### src/rtl/shift_seq_ctrl.sv
// shift_seq_ctrl: sequencer for an external 4-mode universal shift register.
// It takes a parallel word over a valid/ready command port and loads it into
// the register. It then shifts the word out serially while capturing
// serial_in, and returns the captured word on a valid/ready response port.
module shift_seq_ctrl #(
   parameter int WIDTH        = 4,
   parameter int CLKS_PER_BIT = 2
) (
   input  logic             clk,
   input  logic             rst_n,
   input  logic             cmd_valid,
   output logic             cmd_ready,
   input  logic             cmd_msb_first,
   input  logic [WIDTH-1:0] cmd_data,
   input  logic             abort,
   input  logic             serial_in,
   output logic             serial_out,
   output logic             busy,
   output logic             rsp_valid,
   input  logic             rsp_ready,
   output logic [WIDTH-1:0] rsp_data,
   output logic [1:0]       sr_s,
   output logic [WIDTH-1:0] sr_in,
   output logic             sr_serial_in,
   input  logic [WIDTH-1:0] sr_q
);

   localparam int CW = (CLKS_PER_BIT > 1) ? $clog2(CLKS_PER_BIT) : 1;
   localparam int BW = $clog2(WIDTH);
   localparam logic [CW-1:0] DIV_LAST = CW'(CLKS_PER_BIT - 1);
   localparam logic [BW-1:0] BIT_LAST = BW'(WIDTH - 1);

   typedef enum logic [1:0] {
      IDLE  = 2'd0,
      LOAD  = 2'd1,
      SHIFT = 2'd2,
      DONE  = 2'd3
   } state_t;

   state_t           state;
   logic             msb_first_q;
   logic [WIDTH-1:0] data_q;
   logic [CW-1:0]    div_cnt;
   logic [BW-1:0]    bit_cnt;
   logic             strobe;

   assign strobe = (state == SHIFT) && (div_cnt == DIV_LAST);

   // Sequencer state, bit-period divider, bit counter and captured command
   always_ff @(posedge clk or negedge rst_n) begin
      if (!rst_n) begin
         state       <= IDLE;
         msb_first_q <= 1'b0;
         data_q      <= '0;
         div_cnt     <= '0;
         bit_cnt     <= '0;
      end else begin
         case (state)
            IDLE: begin
               if (cmd_valid) begin
                  msb_first_q <= cmd_msb_first;
                  data_q      <= cmd_data;
                  state       <= LOAD;
               end
            end
            LOAD: begin
               if (abort) begin
                  state <= IDLE;
               end else begin
                  div_cnt <= '0;
                  bit_cnt <= '0;
                  state   <= SHIFT;
               end
            end
            SHIFT: begin
               if (abort) begin
                  state <= IDLE;
               end else if (strobe) begin
                  div_cnt <= '0;
                  bit_cnt <= bit_cnt + BW'(1);
                  if (bit_cnt == BIT_LAST) begin
                     state <= DONE;
                  end
               end else begin
                  div_cnt <= div_cnt + CW'(1);
               end
            end
            DONE: begin
               if (rsp_ready) begin
                  state <= IDLE;
               end
            end
            default: state <= IDLE;
         endcase
      end
   end

   // Shift register mode select; abort suppresses the load or shift on its
   // own edge, so it is the one control input gated in directly.
   always_comb begin
      sr_s = 2'b00;
      if (!abort) begin
         if (state == LOAD) begin
            sr_s = 2'b11;
         end else if (strobe) begin
            sr_s = msb_first_q ? 2'b10 : 2'b01;
         end
      end
   end

   // Handshake, status and serial datapath decode
   always_comb begin
      cmd_ready    = (state == IDLE);
      busy         = (state != IDLE);
      rsp_valid    = (state == DONE);
      rsp_data     = (state == DONE) ? sr_q : '0;
      sr_in        = data_q;
      sr_serial_in = serial_in;
      serial_out   = 1'b0;
      if (state == SHIFT) begin
         serial_out = msb_first_q ? sr_q[WIDTH-1] : sr_q[0];
      end
   end

endmodule

### config.mk
export PLATFORM = sky130hd
export DESIGN_NAME = shift_seq_ctrl
export DESIGN_NICKNAME = d
export VERILOG_FILES = /design/src/rtl/shift_seq_ctrl.sv
export SDC_FILE = /design/constraint.sdc
export NUM_CORES = 1
export LEC_CHECK = 0
export CORE_MARGIN = 2
export CORE_UTILIZATION = 37
export CTS_BUF_LIST = sky130_fd_sc_hd__clkbuf_4 sky130_fd_sc_hd__clkbuf_8
export DETAILED_ROUTE_END_ITERATION = 7
export HOLD_SLACK_MARGIN = 0.03
export PLACE_DENSITY = 0.87
export SLEW_MARGIN = 20
export SYNTH_ARGS = -nofsm -noshare
export SYNTH_HDL_FRONTEND = slang
export SYNTH_SLANG_ARGS = --single-unit
### constraint.sdc
create_clock -name clk -period 1.3 [get_ports clk]
set_clock_uncertainty 0.15 [all_clocks]
set_input_delay 0.39 -clock clk [delete_from_list [all_inputs] [get_ports clk]]
set_output_delay 0.39 -clock clk [all_outputs]
set_load 0.005 [all_outputs]
; Word level (Yosys, flattened, before mapping)
; Cells that the tools add are included.
; Widths: inputs -> output; s select.
[totals]
inputBits = 15
mem_count = 0
latchBits = 0
ramBits = 0
ff_bits = 10
romBits = 0
[classes]
n_eq_ne = 11
add_sub_neg = 2
mul = 0
div = 0
n_reduce_logical = 8
bitwise_logic = 0
n_shift = 0
n_lt_le_gt_ge = 0
n_mux = 22
[op_table]
columns = op, count
row1 = $mux 2, 13
row2 = $ne 2x2->1 const B, 4
row3 = $pmux 2 s4, 1
row4 = $reduce_and 4->1, 2
row5 = $eq 2x2->1 const B, 3
row6 = $mux 1, 5
row7 = $mux 4, 1
row8 = $pmux 2 s2, 1
row9 = $reduce_bool 2->1, 2
row10 = $ne 3x2->1 const B, 1
row11 = $ne 3x3->1 const B, 1
row12 = $reduce_and 3->1, 1
row13 = $add 2x1->2 const B, 1
row14 = $eq 2x1->1 const B, 1
row15 = $logic_not 2->1, 1
row16 = $ne 2x1->1 const B, 1
row17 = $pmux 1 s2, 1
row18 = $reduce_and 2->1, 1
row19 = $add 1x1->1 const B, 1
row20 = $logic_and 1x1->1, 1

; Longest topological paths before layout
[logic_depth]
depth_word = 5
depth_mapped = 5

; Least setup slack after synthesis
; No wires, ideal clock.
[synth_timing]
path_type = reg2reg
start = reg state[1]
end = reg msb_first_q
path_slack_ps = -134
arrival_ps = 1158
stages_incl_launch_ff = 6
path_buffers = 2
setup_ps = 125
cell_sequence = dfrtp_1 > buf_2 > nor2_2 > and2_4 > buf_6 > mux2_4
[synth_between]
elab_chain_cells = 2
[synth_lines]
columns = item, line
row1 = "start, declared", 40  ; state_t state;
row2 = "start signal, assigned", 52  ; state <= IDLE;
row3 = "start signal, assigned", 63  ; state <= LOAD;
row4 = "start signal, assigned", 68  ; state <= IDLE;
row5 = $logic_not 2->1, n/a
row6 = named net cmd_ready, 12  ; output logic cmd_ready,
row7 = $reduce_and 2->1 (no source line), n/a
row8 = "end signal, assigned", 61  ; msb_first_q <= cmd_msb_first;
row9 = "end, declared", 41  ; logic msb_first_q;
; The timed path passes the listed nets, and every way through them passes these cells.
; A chain may end at the register's enable or synchronous reset.

; Worst setup path after layout
[layout_timing]
start = reg state[0]
end = out sr_s[0]
[layout_between]
elab_chain_cells = 5
word_cells_on_any_way = 6
cone_classes = eq/ne: 2 / mux: 3 / reduce/logical: 1
[layout_lines]
columns = item, line
row1 = $eq 2x2->1, 47  ; assign strobe = (state == SHIFT) && (div_cnt == DIV_LAST);
row2 = $logic_and 1x1->1, 47
row3 = $mux 2, 105  ; end else if (strobe) begin
row4 = $mux 2 (*), 103  ; if (state == LOAD) begin
row5 = $mux 2 (*), 102  ; if (!abort) begin
row6 = "end, declared", 22  ; output logic [1:0] sr_s,
; Mark *: on every way between the ends. The rest lies on a longest branch, timed or not.

==> run_results.csv <==
group,metric,value,unit
timing,rsz0062_at_grt,"true",
timing,fin_tns_setup,-5.312,ns
grt,grt_pass1_wl,2.656,mm
synth,ys_types,26,
synth,syn_nets,75,
power,p_leak,0.5710,nW
grt,grt_start_max_net_pins,11,
clock_tree,cts_max_path_buffers,2,
detailed_routing,drt_iter0_drc,3,
detailed_routing,wl,1.770,mm
place,dp.cells,108,
clock_tree,clk_latency,0.26,ns
cells_and_area,final_common_cell,"buf_4",
timing,max_freq,546.1,MHz
floorplan,dieArea,1980,um^2
run,drv_cap,0,
floorplan,pin_count,30,
worst_hold_path,min_path_type,"input pin to asynchronous set/reset pin",
setup_path,end_kind,"output pin",
detailed_routing,first_pass_iters,4,
cells_and_area,num_antenna_cells,0,
clock_tree,cts_tree,"built",
detailed_routing,wire_per_inst,14.27,um
grt,grt_usage,18.45,%
synth,yosys_warnings,0,
cells_and_area,fillers,104,
grt,antenna_found_initial,0,
cells_and_area,drive_above_1_share,58.33,%
clock_tree,cts_buffers,3,
floorplan,die_w,44.50,um
detailed_routing,vias_per_cell,5.024,
synth,synth_area,606.8,um^2
synth,synth-seq-cells,10,
synth,synth_top_area_share,41.24,%
floorplan,die_h,44.50,um
power,ir_worst_vdd,0.001214,V
detailed_routing,vias,623,
timing,max-slew-margin-rel,87.91,%
synth,synth_cells,59,
cells_and_area,layout_common_cells,"buf_4 (19), clkdlybuf4s50_1 (10), dfrtp_1 (8), buf_6 (8), buf_2 (8)",
clock_tree,clkTransAtPathRegs,0.07,ns
status,status,"finished with violations",
synth,yosys-top-cells-area,"dfrtp_1 (41%), mux2_4 (12%), a22o_1 (4.3%), and3_1 (4.1%), mux2i_1 (3.3%)",
cells_and_area,layout.cells.non_filler,124,
setup_path,cp.required,0.76,ns
setup_path,crit_type,"flip-flop to output pin",
timing,layout_setup_ws,-0.5311,ns
timing,period_needed,1.831,ns
grt,grt_pass1_vias,592,
floorplan,coreArea,1524,um^2
synth,synth_largest_area_cell,"dfrtp_1",
setup_path,startpoint_type,"flip-flop",
timing,worst_pin_slew,0.1763,ns
clock_tree,cts_sinks,10,
grt,gr-total-overflow,0,
timing,slew_violations,0,
place,hpwl,1.121,mm
cells_and_area,syn2layout_area_growth,85.77,%
detailed_routing,antenna_left,0,
place,place_congestion,0.7558,
detailed_routing,drc,0,
status,violations,"setup timing",
setup_path,cp.arrival,1.29,ns
timing,hold_violations,0,
power,powerDensity,2231,nW/um^2
clock_tree,cts_root_buf,"clkbuf_4",
timing,finalSetupViolations,20,
synth,yosysSeqAreaShare,41.24,%
synth,avgSynthCellArea,10.29,um^2
timing,hold_slack,0.2634,ns
cells_and_area,layout.nets,125,
place,port_buffers,27,
timing,period_share,140.9,%
setup_path,critical_path.max_fanout,3,
clock_tree,cts_max_level,1,
floorplan,rows,14,
clock_tree,hold_buffers,0,
floorplan,start_util,39.82,%
[cell usage after synthesis]
| library cell | instances |
|---|---|
| nor2b_1 | 2 |
| mux2_4 | 5 |
| nand2_1 | 1 |
| buf_4 | 1 |
| nand3b_1 | 1 |
| nor2_1 | 4 |
| o21ai_1 | 3 |
| and3_1 | 4 |
| nand3_1 | 1 |
| nand4b_1 | 1 |
| nor2_2 | 1 |
| inv_1 | 2 |
| dfrtp_1 | 10 |
| ha_1 | 1 |
| a22o_1 | 3 |
| and2_1 | 1 |
| and2_4 | 1 |
| mux2i_1 | 2 |
| nand2b_1 | 3 |
| buf_6 | 1 |
| buf_2 | 3 |
| a32o_1 | 1 |
| clkbuf_1 | 1 |
| o21ai_0 | 1 |
| a21o_1 | 2 |
| a21oi_1 | 3 |
[cell families (layout without fill, tap and decap cells)]
logic type	after synthesis	count (layout)	share of synthesized area (%)
and+or+nand+nor	20	20	19.38
AOI/OAI and AO/OA	13	13	14.22
DFF	10	10	41.24
buffers and inverters	8	57	7.422
muxes	7	7	15.67
adders and majority gates	1	1	2.062
[worst paths after layout]
check                                startpoint                   end  slack, ns  cells past startpoint
setup / recovery           state[0]$_DFFE_PN0P_               sr_s[0]      -0.53                      5
hold / removal                            rst_n  state[1]$_DFFE_PN0P_       0.26                      2
setup reg to reg           state[0]$_DFFE_PN0P_  sr_in[1]$_DFFE_PN0P_      -0.17                      4
hold reg to reg            sr_in[0]$_DFFE_PN0P_  sr_in[0]$_DFFE_PN0P_       0.44                      2
max in group asynchronous                 rst_n  state[0]$_DFFE_PN0P_       0.58                      2
min in group clk           sr_in[0]$_DFFE_PN0P_  sr_in[0]$_DFFE_PN0P_       0.44                      2
[where the power goes]
group / internal (W) / switching, W
sequential: 0.000469 / 0.000119
combinational: 0.00106 / 0.000617
clock: 0.000140 / 0.000110
[worst max-delay path, cell delays in order, from the launching register on]
cell and delay (ns):
dfrtp_2 0.43, buf_6 0.13, nor2b_4 0.11, nand3b_1 0.11
a21oi_2 0.12, buf_2 0.12
[metrics by stage]
stage                     worst slack (ns)  util, %  cell area (um^2)  power [W]
after global routing               -0.5983    73.97              1127   0.002675
final                              -0.5311    73.97              1127   0.002515
after floorplan                   -0.09100        -             643.1   0.001331
after global placement             -0.7598    63.22             963.4   0.001829
after CTS                          -0.5224    67.73              1032   0.002274
after detailed placement           -0.8274    63.22             963.4   0.001864
[what timing repair did]
| action | 4_1_cts | 5_1_grt |
|---|---|---|
| pin swaps | 6 | 4 |
| resized for setup | 65 | 12 |
| gates cloned | 0 | 0 |
| buffers inserted | 8 | 6 |
| endpoints found under the setup margin | 23 | 23 |
[metal layers]
layer | GRT usage (%) | vias to the layer above | routed length (um)
li1 | - | 304 | -
met1 | 23.68 | 303 | 751
met2 | 30.14 | 16 | 911
met3 | 4.898 | 0 | 107
met4 | 5.455 | 0 | 0
met5 | 0 | - | 0
[registers in the layout, summed over array words and instances (netlist names)]
name / count
bit_cnt: 2
state: 2
msb_first_q: 1
sr_in: 4
div_cnt: 1
[cell type report]
cell class	count	area, um^2	share of cell area, %
clock buffer	4	30.03	2.664
inverter	2	7.507	0.6659
multi-input combinational	41	389.1	34.52
sequential	10	252.7	22.42
tap	16	20.02	1.776
timing repair buffer	51	427.9	37.96
Power figures use the tool's default switching activity.
